### src/rtl/mem_bank_rw.sv
// mem_bank_rw: parametrised single-port word memory with valid/ready requests,
// per-byte write enables, a RD_LATENCY-deep read pipeline and a sweep-clear engine.
// Optional build macro MEM_BANK_PARITY_EN adds per-lane even parity
// (Parity_err output, Par_inject input).
module mem_bank_rw #(
  parameter int unsigned DATA_WIDTH = 32,
  parameter int unsigned ADDR_WIDTH = 4,
  parameter int unsigned RD_LATENCY = 1
) (
  input  logic                    CLK,
  input  logic                    RST,
  input  logic                    Req_valid,
  output logic                    Req_ready,
  input  logic                    Req_write,
  input  logic [ADDR_WIDTH-1:0]   Req_addr,
  input  logic [DATA_WIDTH-1:0]   Req_wdata,
  input  logic [DATA_WIDTH/8-1:0] Req_be,
  input  logic                    Clr_start,
  output logic                    Clr_busy,
  output logic [DATA_WIDTH-1:0]   Rd_data,
  output logic                    Rd_valid
`ifdef MEM_BANK_PARITY_EN
  ,
  output logic                    Parity_err,
  input  logic                    Par_inject
`endif
);

  localparam int unsigned DEPTH = 1 << ADDR_WIDTH;
  localparam int unsigned NB    = DATA_WIDTH / 8;

  typedef enum logic {
    ST_CLEAR,
    ST_IDLE
  } state_t;

  state_t                  state_q, state_d;
  logic [ADDR_WIDTH-1:0]   cnt_q, cnt_d;

  logic                    accept;
  logic                    wr_fire;
  logic                    rd_fire;

  logic [DATA_WIDTH-1:0]   mem [DEPTH];
  logic [NB-1:0]           mem_we;
  logic [ADDR_WIDTH-1:0]   mem_waddr;
  logic [DATA_WIDTH-1:0]   mem_wdata;
  logic [DATA_WIDTH-1:0]   rd_word;

  logic [RD_LATENCY-1:0]   pipe_v;
  logic [DATA_WIDTH-1:0]   pipe_d [RD_LATENCY];

`ifdef MEM_BANK_PARITY_EN
  logic [NB-1:0]           par_mem [DEPTH];
  logic [NB-1:0]           mem_wpar;
  logic                    rd_perr;
  logic [RD_LATENCY-1:0]   pipe_e;
`endif

  // State and sweep-address register
  always_ff @(posedge CLK or posedge RST) begin
    if (RST) begin
      state_q <= ST_CLEAR;
      cnt_q   <= '0;
    end else begin
      state_q <= state_d;
      cnt_q   <= cnt_d;
    end
  end

  // Next-state, sweep counter and handshake outputs
  always_comb begin
    state_d   = state_q;
    cnt_d     = cnt_q;
    Clr_busy  = 1'b0;
    Req_ready = 1'b0;
    case (state_q)
      ST_CLEAR: begin
        Clr_busy = 1'b1;
        if (cnt_q == ADDR_WIDTH'(DEPTH - 1)) begin
          state_d = ST_IDLE;
          cnt_d   = '0;
        end else begin
          cnt_d = cnt_q + ADDR_WIDTH'(1);
        end
      end
      ST_IDLE: begin
        Req_ready = !Clr_start;
        if (Clr_start) begin
          state_d = ST_CLEAR;
          cnt_d   = '0;
        end
      end
      default: begin
        state_d = ST_CLEAR;
        cnt_d   = '0;
      end
    endcase
  end

  assign accept  = Req_valid && Req_ready;
  assign wr_fire = accept && Req_write;
  assign rd_fire = accept && !Req_write;

  // Single write port shared by the clear sweep and accepted writes
  always_comb begin
    mem_we    = '0;
    mem_waddr = Req_addr;
    mem_wdata = Req_wdata;
`ifdef MEM_BANK_PARITY_EN
    mem_wpar  = '0;
`endif
    if (state_q == ST_CLEAR) begin
      mem_we    = '1;
      mem_waddr = cnt_q;
      mem_wdata = '0;
    end else if (wr_fire) begin
      mem_we = Req_be;
`ifdef MEM_BANK_PARITY_EN
      for (int unsigned k = 0; k < NB; k++) begin
        mem_wpar[k] = (^Req_wdata[8*k +: 8]) ^ Par_inject;
      end
`endif
    end
  end

  // Storage array (no reset; zeroed by the sweep)
  always_ff @(posedge CLK) begin
    for (int unsigned k = 0; k < NB; k++) begin
      if (mem_we[k]) begin
        mem[mem_waddr][8*k +: 8] <= mem_wdata[8*k +: 8];
`ifdef MEM_BANK_PARITY_EN
        par_mem[mem_waddr][k] <= mem_wpar[k];
`endif
      end
    end
  end

  assign rd_word = mem[Req_addr];

`ifdef MEM_BANK_PARITY_EN
  // Recompute lane parity of the word being read and compare with stored bits
  always_comb begin
    rd_perr = 1'b0;
    for (int unsigned k = 0; k < NB; k++) begin
      rd_perr = rd_perr | ((^rd_word[8*k +: 8]) ^ par_mem[Req_addr][k]);
    end
  end
`endif

  // Read pipeline; data stages load only behind a valid so Rd_data holds otherwise
  always_ff @(posedge CLK or posedge RST) begin
    if (RST) begin
      pipe_v <= '0;
      for (int unsigned i = 0; i < RD_LATENCY; i++) begin
        pipe_d[i] <= '0;
      end
`ifdef MEM_BANK_PARITY_EN
      pipe_e <= '0;
`endif
    end else begin
      pipe_v[0] <= rd_fire;
      if (rd_fire) begin
        pipe_d[0] <= rd_word;
      end
`ifdef MEM_BANK_PARITY_EN
      pipe_e[0] <= rd_fire && rd_perr;
`endif
      for (int unsigned i = 1; i < RD_LATENCY; i++) begin
        pipe_v[i] <= pipe_v[i-1];
        if (pipe_v[i-1]) begin
          pipe_d[i] <= pipe_d[i-1];
        end
`ifdef MEM_BANK_PARITY_EN
        pipe_e[i] <= pipe_e[i-1];
`endif
      end
    end
  end

  assign Rd_valid = pipe_v[RD_LATENCY-1];
  assign Rd_data  = pipe_d[RD_LATENCY-1];
`ifdef MEM_BANK_PARITY_EN
  assign Parity_err = pipe_v[RD_LATENCY-1] && pipe_e[RD_LATENCY-1];
`endif

endmodule
### config.mk
export PLATFORM = sky130hd
export DESIGN_NAME = mem_bank_rw
export DESIGN_NICKNAME = d
export VERILOG_FILES = /design/src/rtl/mem_bank_rw.sv
export SDC_FILE = /design/constraint.sdc
export NUM_CORES = 1
export LEC_CHECK = 0
export ABC_AREA = 1
export CELL_PAD_IN_SITES_DETAIL_PLACEMENT = 1
export CELL_PAD_IN_SITES_GLOBAL_PLACEMENT = 1
export CORE_UTILIZATION = 25
export DETAILED_ROUTE_END_ITERATION = 10
export MAX_ROUTING_LAYER = met4
export PLACE_DENSITY = 0.49
export SYNTH_ARGS = -nofsm -noshare
export SYNTH_HDL_FRONTEND = slang
export SYNTH_SLANG_ARGS = --single-unit
### constraint.sdc
create_clock -name CLK -period 2.4 [get_ports CLK]
set_clock_uncertainty 0.05 [all_clocks]
set_input_delay 0.48 -clock CLK [delete_from_list [all_inputs] [get_ports CLK]]
set_output_delay 0.48 -clock CLK [all_outputs]
set_load 0.05 [all_outputs]
==> results.sh, run 1 <==
export IMPL_status="finished with violations"
export IMPL_violations="design-rule violations"
export IMPL_cellPowerDensity_mw_per_mm2=1220
export IMPL_drt_initial_drc_count=1053
export IMPL_ys_types=20
export IMPL_io_pins=80
export IMPL_grt_total_usage_pct=16.7
export IMPL_die_w_um=302
export IMPL_yosys_register_bits=550
export IMPL_clock_sinks=550
export IMPL_antenna_found_initial=0
export IMPL_yosysTopAreaCellShare_pct=68.6
export IMPL_multiInputGateArea_mm2=0.00546
export IMPL_hold_ws_ns=0.176
export IMPL_crit_arrival_ns=1.81
export IMPL_clk_pin_slew_ns=0.06
export IMPL_crit_family="buffers and inverters"
export IMPL_internal_power_mw=23.0
export IMPL_p_sw_mw=10.9
export IMPL_finalNetCount=2257
export IMPL_synth_seq_area_share_pct=72.8
export IMPL_yosysMostFrequentCell="nand2_1"
export IMPL_hp_class="input port to async pin"
export IMPL_area_growth_pct=24.1
export IMPL_yosysTopAreaCell="edfxtp_1"
export IMPL_grt_max_degree=90
export IMPL_pwr_share_seq_pct=44.3
export IMPL_antenna_left=0
export IMPL_synthMuxAreaShare_pct=0
export IMPL_synthXorXnorAreaFrac_pct=0.0391
export IMPL_worst_pin_slew_ns=0.803
export IMPL_synth_simple_gate_area_share_pct=23.8
export IMPL_period_minus_slack_ns=2.34
export IMPL_first_global_vias=16100
export IMPL_synth_area_mm2=0.0224
export IMPL_ctsHoldBuffers=0
export IMPL_cts_tree="yes"
export IMPL_layout_drive_gt1_share_pct=12.9
export IMPL_crit_fanout=2
export IMPL_clkLatencyLatePin_ns=0.62
export IMPL_wl_per_cell_um=21.4
export IMPL_cp_slowest_cell="clkdlybuf4s50_1"
export IMPL_fmax_mhz=428
export IMPL_rows=109
export IMPL_max_clock_path_buffers=3
export IMPL_slew_violations=0
export IMPL_fillers=9829
export IMPL_synth_top_family_by_area="simple AND/OR/NAND/NOR gates"
export IMPL_initial_core_util_pct=25.3
export IMPL_diodes=0
export IMPL_cp_required_ns=1.87
export IMPL_place_gp_congestion=0.813
export IMPL_grt_ovfl_total=0
export IMPL_sw_frac_of_total_pct=32.2
export IMPL_synth_warnings=0
export IMPL_dpl_hpwl_um=48200
export IMPL_drc=7
export IMPL_pwr_share_clk_pct=29.1
export IMPL_die_h_um=302
export IMPL_synth_commonest_cells="nand2_1 (822), edfxtp_1 (512), nand3_1 (385)"
export IMPL_max_stage_delay_ns=0.82
export IMPL_die_area_mm2=0.0909
export IMPL_grt_pass1_wl_um=108000
export IMPL_synth_edf_count=512
export IMPL_comb_power_share_pct=26.6
export IMPL_synth_compound_area_share_pct=0.340
export IMPL_synthAdderAreaFrac_pct=0.0558
export IMPL_endpoint_kind="output port"
export IMPL_synthArstFlopShare_pct=6.91
export IMPL_dr_pass1_iters=10
export IMPL_crit_type="register to output port"
export IMPL_portBuffers=79
export IMPL_hold_viol_final=0
export IMPL_coreArea_mm2=0.0886
export IMPL_worstSetupStartpointType="register"
export IMPL_yosys_top_cells_area="edfxtp_1 (69%), nand2_1 (14%), nand3_1 (8.6%)"
export IMPL_vdd_drop_max_mv=0.714
export IMPL_cellLeakagePower_nw=11.0
export IMPL_syn_nets=2062
export IMPL_vias_per_cell=4.44
export IMPL_period_share_pct=97.3
export IMPL_max_slew_margin_pct=46.5
export IMPL_cp_cell_sequence="clkdlybuf4s50_1"
export IMPL_seqCellArea_mm2=0.0163
export IMPL_htree_levels=2
export IMPL_cts_inserted_buffers=61
export IMPL_ys_flop_type="edfxtp_1"
export IMPL_totalWireLength_um=73300
export IMPL_root_buffer="clkbuf_16"
export IMPL_final_setup_viol_count=0
export IMPL_vias=15200
export IMPL_maxCapViolations=0
export IMPL_report_power_total_mw=33.9
export IMPL_cp_num_buf_inv=1
export IMPL_synthCells=2016
export IMPL_avgSynthCellArea_um2=11.1
-- state kept, by name, summed over array words and instances (netlist names) --
register	count
mem	512
Rd_data	32
Rd_valid	1
cnt_q	4
state_q	1
-- path summary, 6_finish.rpt --
check,startpoint,end,slack (ns),cells past startpoint
worst max-delay path,Rd_data[10]$_DFFE_PP0P_,Rd_data[10],0.06,1
worst min-delay path,RST,Rd_data[31]$_DFFE_PP0P_,0.18,3
worst max register to register,state_q$_DFF_PP0_,mem[6][5]$_DFFE_PP_,0.10,9
worst min register to register,Rd_data[4]$_DFFE_PP0P_,Rd_data[4]$_DFFE_PP0P_,0.43,2
max in group asynchronous,RST,state_q$_DFF_PP0_,1.81,3
min in group CLK,Rd_data[4]$_DFFE_PP0P_,Rd_data[4]$_DFFE_PP0P_,0.43,2
-- placed cells by master, fill, tap and decap left out, types with 3 or more instances in the layout --
master,count
clkbuf_16,62
clkinv_2,14
inv_2,4
nand2_1,820
bufinv_16,11
clkbuf_8,5
a21oi_1,5
nor2_1,72
clkbuf_1,14
buf_4,158
clkinv_1,6
buf_12,18
dfrtp_1,37
inv_1,38
edfxtp_1,512
clkdlybuf4s50_1,66
o21ai_0,3
dlymetal6s2s_1,3
nor2_2,3
nand3_1,385
dlygate4sd2_1,4
-- area by class of cell --
cell class	instances	area share, %
tap	1165	5.24
inverter	45	0.634
clock inverter	34	1.65
multi-input combinational	1301	19.6
sequential	550	58.6
timing repair buffer	252	8.27
clock buffer	80	5.96
-- layer usage --
metal | GRT usage [%] | part of all wire [%] | up-vias | routed length (µm)
li1 | - | - | 7279 | -
met1 | 22.7 | 48 | 7573 | 35200
met2 | 25.9 | 46 | 282 | 33600
met3 | 2.46 | 3.9 | 91 | 2860
met4 | 4.27 | 2.4 | 0 | 1730
met5 | - | 0 | - | 0
-- worst reg2reg max path, cell delays in order (launching register included) --
cell and delay [ns]:
dfrtp_2 0.45, buf_12 0.16, buf_4 0.19, a21oi_2 0.20
inv_1 0.10, nor2_2 0.16, nand2_1 0.18, buf_4 0.21
nor2_1 0.15, buf_4 0.17
-- power groups by stage --
stage	combinational (mW)	clock, mW	sequential (mW)
floorplan	3.54	0	15.8
global placement	8.89	0	15.2
detailed placement	9.07	0	15.2
CTS	9.16	10.1	15.0
global route	9.81	10.4	15.2
finish	9.02	9.86	15.0
-- what timing repair did --
item,in CTS,in global routing
setup endpoints to repair,46,435
setup buffers,2,0
gates resized for setup,5,11
-- logic make-up after synthesis --
group,Yosys count
AND/OR/NAND/NOR,1285
flip-flops,550
buffers and inverters,165
AO/OA/AOI/OAI,14
XOR/XNOR,1
adder cells (fa/ha/maj),1
-- through the flow --
| stage | area [µm²] | util, % | setup WS [ns] | instances | setup TNS, ns |
|---|---|---|---|---|---|
| after floorplan | 22400 | - | 0.165 | 2016 | 0 |
| after global placement | 25700 | 29.0 | -0.0421 | 3311 | -6.69 |
| after detailed placement | 25700 | 29.0 | -0.0798 | 3311 | -24.01 |
| after CTS | 27800 | 31.4 | 0.00172 | 3427 | 0 |
| after global routing | 27800 | 31.4 | -0.00836 | 3427 | -0.0598 |
| final | 27800 | 31.4 | 0.0638 | 3427 | 0 |
Note: power is estimated with default switching activity, not from simulation.
==> run 2: changes to the inputs <==
--- a/config.mk
+++ b/config.mk
@@ -11,7 +11,7 @@
 export CORE_UTILIZATION = 25
 export DETAILED_ROUTE_END_ITERATION = 10
 export MAX_ROUTING_LAYER = met4
-export PLACE_DENSITY = 0.49
+export PLACE_DENSITY = 0.47
 export SYNTH_ARGS = -nofsm -noshare
 export SYNTH_HDL_FRONTEND = slang
 export SYNTH_SLANG_ARGS = --single-unit
==> constraint.sdc (replaced) <==
create_clock -name CLK -period 2.4 [get_ports CLK]
set_clock_uncertainty 0.05 [all_clocks]
set_input_delay 0.72 -clock CLK [delete_from_list [all_inputs] [get_ports CLK]]
set_output_delay 0.72 -clock CLK [all_outputs]
set_load 0.05 [all_outputs]
==> run 2 against run 1 <==
- the run still ends with design-rule violations left
- largest power group unchanged
- first-iteration DRC count is 13% lower
- total power rose by 1.9%
- critical path depth grew 4
- combinational power up 0.4%
- final cell count is 0.82% higher
- sequential share of layout area fell by 1.0 points
- die area stayed put
- worst hold slack better by 0.25 ns
- routed wire length down 2.2%
- register-to-register slack is essentially flat
- setup slack lost 0.0070 ns
==> results.sh, run 2 (same netlist as run 1, synthesis figures left out) <==
export IMPL_hold_ws_ns=0.426
export IMPL_grt_total_usage_pct=16.4
export IMPL_cts_inserted_buffers=66
export IMPL_io_pins=80
export IMPL_hp_class="register to register"
export IMPL_initial_core_util_pct=25.3
export IMPL_hold_depth=2
export IMPL_slew_violations=0
export IMPL_violations="design-rule violations"
export IMPL_antenna_left=0
export IMPL_drt_initial_drc_count=913
export IMPL_fillers=9754
export IMPL_worstHoldStart="Rd_data[2]$_DFFE_PP0P_"
export IMPL_wl_per_cell_um=20.8
export IMPL_layout_setup_ws_ns=0.0568
export IMPL_status="finished with violations"
export IMPL_ctsHoldBuffers=0
export IMPL_rr_startpoint="state_q$_DFF_PP0_"
export IMPL_clkLatencyLatePin_ns=0.59
export IMPL_die_w_um=302
export IMPL_cellPowerDensity_mw_per_mm2=1220
export IMPL_rows=109
export IMPL_highest_layer="met4"
export IMPL_diodes=0
export IMPL_crit_type="register to output port"
export IMPL_portBuffers=79
export IMPL_drc=6
export IMPL_period_share_pct=97.6
export IMPL_first_global_vias=16600
export IMPL_wl_met3_um=2690
export IMPL_max_clock_path_buffers=3
export IMPL_coreArea_mm2=0.0886
export IMPL_maxCapViolations=0
export IMPL_vias_per_cell=4.46
export IMPL_layout_drive_gt1_share_pct=15.0
export IMPL_largest_register_ffs=512
export IMPL_dr_pass1_iters=11
export IMPL_worstSetupStartpointType="register"
export IMPL_grt_pass1_wl_um=107000
export IMPL_whs_endpoint="Rd_data[2]$_DFFE_PP0P_"
export IMPL_r2r_end="mem[10][31]$_DFFE_PP_"
export IMPL_final_cell_mix="nand2_1 (822), edfxtp_1 (512), nand3_1 (385)"
export IMPL_layoutNonFillerInstCount=3455
export IMPL_die_area_mm2=0.0909
export IMPL_wl_met1_um=34100
export IMPL_crit_fanout=3
export IMPL_area_growth_pct=26.4
export IMPL_cellLeakagePower_nw=11.3
export IMPL_grt_max_degree=93
export IMPL_antenna_found_initial=1
export IMPL_ff2ff_path_depth=10
export IMPL_period_minus_slack_ns=2.34
export IMPL_root_buffer="clkbuf_16"
export IMPL_clk_pin_slew_ns=0.06
export IMPL_rsz0062_at_grt="true"
export IMPL_dpl_hpwl_um=47900
export IMPL_fmax_mhz=427
export IMPL_report_power_total_mw=34.5
export IMPL_totalWireLength_um=71700
export IMPL_place_gp_congestion=0.808
export IMPL_htree_levels=3
export IMPL_max_slew_margin_pct=39.7
export IMPL_finalNetCount=2285
export IMPL_clock_sinks=550
export IMPL_r2r_slack_ns=0.11
export IMPL_place_inst=3333
export IMPL_grt_ovfl_total=0
export IMPL_vias=15400
export IMPL_endpoint_kind="output port"
export IMPL_final_common_cell="nand2_1"
export IMPL_worst_pin_slew_ns=0.904
export IMPL_final_setup_viol_count=0
export IMPL_cts_tree="yes"
export IMPL_regMostFlops="mem"
export IMPL_die_h_um=302
export IMPL_crit_arrival_ns=1.57
export IMPL_post_place_ws_ns=-0.340
export IMPL_vdd_drop_max_mv=0.502
export IMPL_cp_required_ns=1.63
export IMPL_hold_viol_final=0
export IMPL_wl_met2_um=33700
[run 2: stage by stage]
stage | util, % | cell area (µm²) | TNS, ns
3_5_place_dp | 29.3 | 26000 | -153.21
3_3_place_gp | 29.3 | 26000 | -143.59
4_1_cts | 31.9 | 28300 | -0.0498
2_1_floorplan | - | 22400 | -28.00
6_report | 32.0 | 28300 | 0
5_1_grt | 32.0 | 28300 | -0.00312
[run 2: final cells by class]
class	count	area [µm²]	area share, %
clock buffers	81	1790	6.32
clock inverters	38	495	1.75
inverters	45	181	0.640
multi-input cells	1301	5480	19.3
flip-flops and latches	550	16300	57.6
well taps	1165	1460	5.14
repair buffers	275	2610	9.20
[run 2: power by group]
part | switching, mW | internal (mW) | leakage, nW
Sequential | 0.789 | 14.2 | 5.28
Combinational | 6.22 | 2.85 | 4.88
Clock | 3.91 | 6.60 | 1.12
[run 2: worst max-delay path by stage]
stage                 startpoint  slack (ns)              endpoint  cells past startpoint
2_1_floorplan        Req_addr[0]       -0.07   mem[1][0]$_DFFE_PP_                      8
3_3_place_gp           Clr_start       -0.33  mem[10][8]$_DFFE_PP_                      8
6_report       state_q$_DFF_PP0_        0.06             Req_ready                      5
3_5_place_dp           Clr_start       -0.34  mem[10][9]$_DFFE_PP_                      8
4_1_cts        state_q$_DFF_PP0_       -0.05             Req_ready                      6
5_1_grt        state_q$_DFF_PP0_      -0.003             Req_ready                      5
[run 2: layer usage]
metal,GRT usage (%),up-vias
met5,-,-
met4,4.04,0
met3,2.18,81
met2,26.5,261
met1,21.9,7740
li1,-,7338
[run 2: timing repair]
action / 4_1_cts / 5_1_grt
gates cloned: 0 / 1
setup endpoints to repair: 190 / 497
buffers inserted: 1 / 2
pin swaps: 0 / 0
gates resized for setup: 28 / 11
[run 2: critical path: stages (launching register included)]
cell     delay, ns
dfrtp_2       0.39
buf_6         0.11
inv_2         0.03
or2_4         0.26
inv_4         0.07
buf_12        0.12
==> variant 1, RTL diff (settings of run 2) <==
Set the parameter `RD_LATENCY` to 2 (it was 1).
--- a/src/rtl/mem_bank_rw.sv
+++ b/src/rtl/mem_bank_rw.sv
@@ -5,7 +5,7 @@
 module mem_bank_rw #(
   parameter int unsigned DATA_WIDTH = 32,
   parameter int unsigned ADDR_WIDTH = 4,
-  parameter int unsigned RD_LATENCY = 1
+  parameter int unsigned RD_LATENCY = 2
 ) (
   input  logic                    CLK,
   input  logic                    RST,
Behaviour: no difference found for any inputs over 4 cycles, from zero or initial values and one cycle with RST high; that may be too few to reach the edited logic, so the function may still have changed.
==> variant 1 against run 2 <==
- the run still ends with DRC left
- critical endpoint unchanged
- cell area increased by 5.6%
- core utilization decreased by 0.41 points
- maximum frequency increased by 0.40%
- power decreased by 0.88%
- via count increased by 2.8%
- worst setup slack improved by 0.0092 ns
- first-iteration DRC count increased by 11%
- sequential cell count increased by 33
- critical path type is now in2out
- combinational power decreased by 4.5%
- routed wire length increased by 5.7%
- largest power group unchanged
- synthesized area increased by 6.6%
- global-route usage decreased by 0.27 points
- final cell count increased by 5.0%
==> variant 1: results (changes against run 2) <==
metric	value	unit	change
wire_per_inst	20.9	um	was 20.8 um
cp_top_family	buffers and inverters		was flip-flops
syn_nets	2170		was 2,062
wl_met3	2580	um	was 2690 um
met1_usage	21.4	%	was 21.9%
syn_area_per_cell	11.3	um2	was 11.1 um2
vias	15852		was 15,420
grt_start_max_net_pins	127		was 93
wl_met1	36200	um	was 34,100 um
violations	DRC		unchanged
ir_worst_vdd	0.426	mV	was 0.502 mV
drt_iter0_markers	1014		was 913
layout.cells.non_filler	3627		was 3,455
cts_inserted_buffers	69		was 66
use_met2	26.0	%	was 26.5%
async_flop_share	12.2	%	was 6.91%
drc_errors	2		was 6
muxShareOfSynthArea	1.51	%	was 0%
synth.yosys.seq_area_share	71.7	%	was 72.8%
drt_first_pass_iters	7		was 11
status	finished, violations left		unchanged
place_hpwl	51100	um	was 47,900 um
pre_cts_ws	-0.280	ns	was -0.340 ns
timing.rr.end	mem[10][28]		was mem[10][31]
placed_cells	3503		was 3,333
p_leak	11.9	nW	was 11.3 nW
synth_area_leaders	edfxtp_1, nand2_1, nand3_1, dfrtp_1, mux2_2		was edfxtp_1, nand2_1, nand3_1, dfrtp_1, nor2_1
-- variant 1: cell count changes after synthesis, moves of 2 or more --
cell and delta:
mux2_2 +32, buf_2 -18, inv_1 +2, buf_6 +4, a21oi_2 +4, a21oi_1 -6
nand2_1 +7, clkbuf_1 +19, buf_4 +32, dfrtp_1 +33
-- variant 1: cells by family after synthesis --
logic type | after synthesis
fa+ha+maj | 1
flops | 583
xor+xnor | 1
mux | 32
buf+inv | 204
compound gates | 10
simple gates | 1293
-- variant 1: through the flow --
step | instance area, um2 | hold WS [ns] | power (W) | TNS, ns | util, %
2_1_floorplan | 24100 | 0.302 | 0.0199 | -29.55 | -
3_5_place_dp | 27700 | 0.415 | 0.0243 | -122.73 | 29.2
4_1_cts | 29900 | 0.432 | 0.0347 | -0.0825 | 31.5
6_report | 29900 | 0.426 | 0.0342 | 0 | 31.6
5_1_grt | 29900 | 0.452 | 0.0359 | 0 | 31.6
3_3_place_gp | 27700 | 0.418 | 0.0241 | -108.98 | 29.2
-- variant 1: how the worst max path moves through the flow --
stage                      from    endpoint  slack (ns)  cells after the start
detailed placement    Clr_start   mem[2][0]       -0.28                      8
floorplan           Req_addr[0]  mem[13][0]       -0.11                      8
global route            state_q  mem[3][23]       0.008                     10
CTS                   Clr_start   Req_ready       -0.08                      5
global placement      Clr_start  mem[14][2]       -0.25                      8
finish                Clr_start   Req_ready        0.07                      4
-- variant 1: area by class of cell --
| cell class | instances | area, um2 | share of cell area (%) |
|---|---|---|---|
| flip-flops and latches | 583 | 17200 | 57.3 |
| clock buffers | 81 | 1770 | 5.92 |
| repair buffers | 274 | 2830 | 9.44 |
| multi-input cells | 1337 | 6000 | 20.0 |
| well taps | 1265 | 1580 | 5.29 |
| clock inverters | 40 | 418 | 1.40 |
| inverters | 47 | 190 | 0.635 |
==> variant 2, RTL diff (flow settings as in run 2) <==
Without the edit above. Make the reset (`RST`) synchronous in 2 clocked blocks.
--- a/src/rtl/mem_bank_rw.sv
+++ b/src/rtl/mem_bank_rw.sv
@@ -58,7 +58,7 @@
 `endif
 
   // State and sweep-address register
-  always_ff @(posedge CLK or posedge RST) begin
+  always_ff @(posedge CLK) begin
     if (RST) begin
       state_q <= ST_CLEAR;
       cnt_q   <= '0;
@@ -149,7 +149,7 @@
 `endif
 
   // Read pipeline; data stages load only behind a valid so Rd_data holds otherwise
-  always_ff @(posedge CLK or posedge RST) begin
+  always_ff @(posedge CLK) begin
     if (RST) begin
       pipe_v <= '0;
       for (int unsigned i = 0; i < RD_LATENCY; i++) begin
Formal check against the unedited RTL: no difference found for any inputs over 4 cycles, from zero or initial values and one cycle with RST high; that may be too few to reach the edited logic, so the function may still have changed.
==> variant 2 against run 2 <==
- sequential cell count unchanged
- count of clock-buffer cells in the layout increased by 3
- critical endpoint is now Clr_busy
- routed wire length increased by 4.6%
- cell area increased by 6.1%
- synthesized area increased by 8.1%
- register-to-register slack improved by 0.06 ns
- worst setup slack improved by 0.043 ns
Power is not compared: it rests on default switching activity, and its combinational part moved more than twofold at a synthesized area within 25%.
==> variant 2: results (changes against run 2) <==
metric	value	unit	change
status	finished, final reports clean		was finished, violations left
antenna_found_initial	1		unchanged
wire_per_inst	19.0	um	was 20.8 um
ir_worst_vdd	0.419	mV	
grt_use_met3	2.43	%	was 2.18%
relSlewSlack	39.7	%	about the same
grt_first_pass_wirelength	113000	um	was 107,000 um
reg_top3	mem: 512 flops, pipe_d: 32 flops, cnt_q: 4 flops		
gp_congestion	0.775		was 0.808
async_flop_share	0	%	was 6.91%
place_area	0.0279	mm2	was 0.0260 mm2
yosys_most_used_dff	edfxtp_1		unchanged
tightest_slew	0.904	ns	about the same
met1_usage	21.0	%	was 21.9%
synth_area_leaders	edfxtp_1, nand2_1, inv_1, nand3_1, nor2_1		was edfxtp_1, nand2_1, nand3_1, dfrtp_1, nor2_1
cts_max_path_buffers	3		unchanged
cp_max_fo	17		was 3
synth_xor_area_share	0	%	was 0.0391%
track_usage	15.9	%	was 16.4%
final_layout_size_suffix_gt1_share	12.5	%	was 15.0%
synth_edf_count	544		was 512
postCtsSetupBuffers	0		was 1
synth.cells.most_frequent	nand2_1, edfxtp_1, inv_1		was nand2_1, edfxtp_1, nand3_1
syn_nets	2453		was 2,062
critPathArrivalTime	1.53	ns	was 1.57 ns
synthAdderAreaFrac	0.0516	%	was 0.0558%
fin_nets	2680		was 2,285
grt_pass1_vias	17507		was 16,638
use_met2	25.6	%	was 26.5%
drt_first_pass_iters	6		was 11
pre_cts_ws	-0.584	ns	was -0.340 ns
slowest_stage	dfxtp_4		was dfrtp_2
grt_start_max_net_pins	65		was 93
synth_compound_area_share	1.22	%	was 0.340%
synth.distinct_cells	22		was 20
cts_inserted_buffers	66		unchanged
cts_resized	24		was 28
vias	16640		was 15,420
drt_iter0_markers	878		was 913
cp_top_family	buffers and inverters		was flip-flops
n_fill_cell	10866		was 9,754
synth.yosys.seq_area_share	67.9	%	was 72.8%
place_hpwl	50500	um	was 47,900 um
variant 2: power breakdown:
| group | internal [W] | total (W) | switching [W] |
|---|---|---|---|
| Clock | 0.00616 | 0.0101 | 0.00394 |
| Sequential | 0.0107 | 0.0107 | 0.0000577 |
| Combinational | 0.000502 | 0.00147 | 0.000969 |
variant 2: metal layers:
metal | routed length, um | up-vias
met4 | 1830 | 0
met5 | 0 | -
met2 | 35200 | 263
met1 | 35700 | 8155
met3 | 2330 | 122
li1 | - | 8100
variant 2: worst register-to-register path, stage by stage, from the launching register on:
cell and delay [ns]:
dfxtp_4 0.40, nor2_1 0.40, a21oi_2 0.10, nor2_1 0.27, nand2_1 0.14, buf_4 0.18
nor2_1 0.17, buf_4 0.21
variant 2: final timing paths:
path              cells past startpoint     endpoint      from  slack [ns]
hold / removal                        2     cnt_q[0]  cnt_q[0]        0.47
setup reg to reg                      7  mem[14][26]   state_q        0.17
hold reg to reg                       2     cnt_q[0]  cnt_q[0]        0.47
setup / recovery                      3     Clr_busy   state_q         0.1
variant 2: area by class of cell:
type | instances | share of cell area (%)
Sequential cell | 550 | 54.8
Multi-Input combinational cell | 1246 | 17.6
Timing Repair Buffer | 276 | 8.92
Inverter | 494 | 6.22
Clock buffer | 84 | 6.00
Tap cell | 1265 | 5.27
Clock inverter | 31 | 1.20
Antenna cell | 1 | 0.00833
variant 2: logic make-up (layout without fill, tap and decap cells):
logic type,after synthesis,count (layout)
buffers and inverters,611,885
adder cells (fa/ha/maj),1,1
flip-flops,550,550
other,0,1
AO/OA/AOI/OAI,48,48
AND/OR/NAND/NOR,1197,1197
variant 2: through the flow:
step / instances / util [%] / hold slack [ns] / setup TNS [ns] / power (W)
after floorplan: 2407 / - / 0.412 / -20.58 / 0.0117
after global placement: 3832 / 29.2 / 0.436 / -214.58 / 0.0124
after detailed placement: 3832 / 29.2 / 0.458 / -217.78 / 0.0124
after CTS: 3947 / 31.4 / 0.468 / 0 / 0.0226
after global routing: 3947 / 31.5 / 0.490 / 0 / 0.0231
final: 3947 / 31.5 / 0.465 / 0 / 0.0223
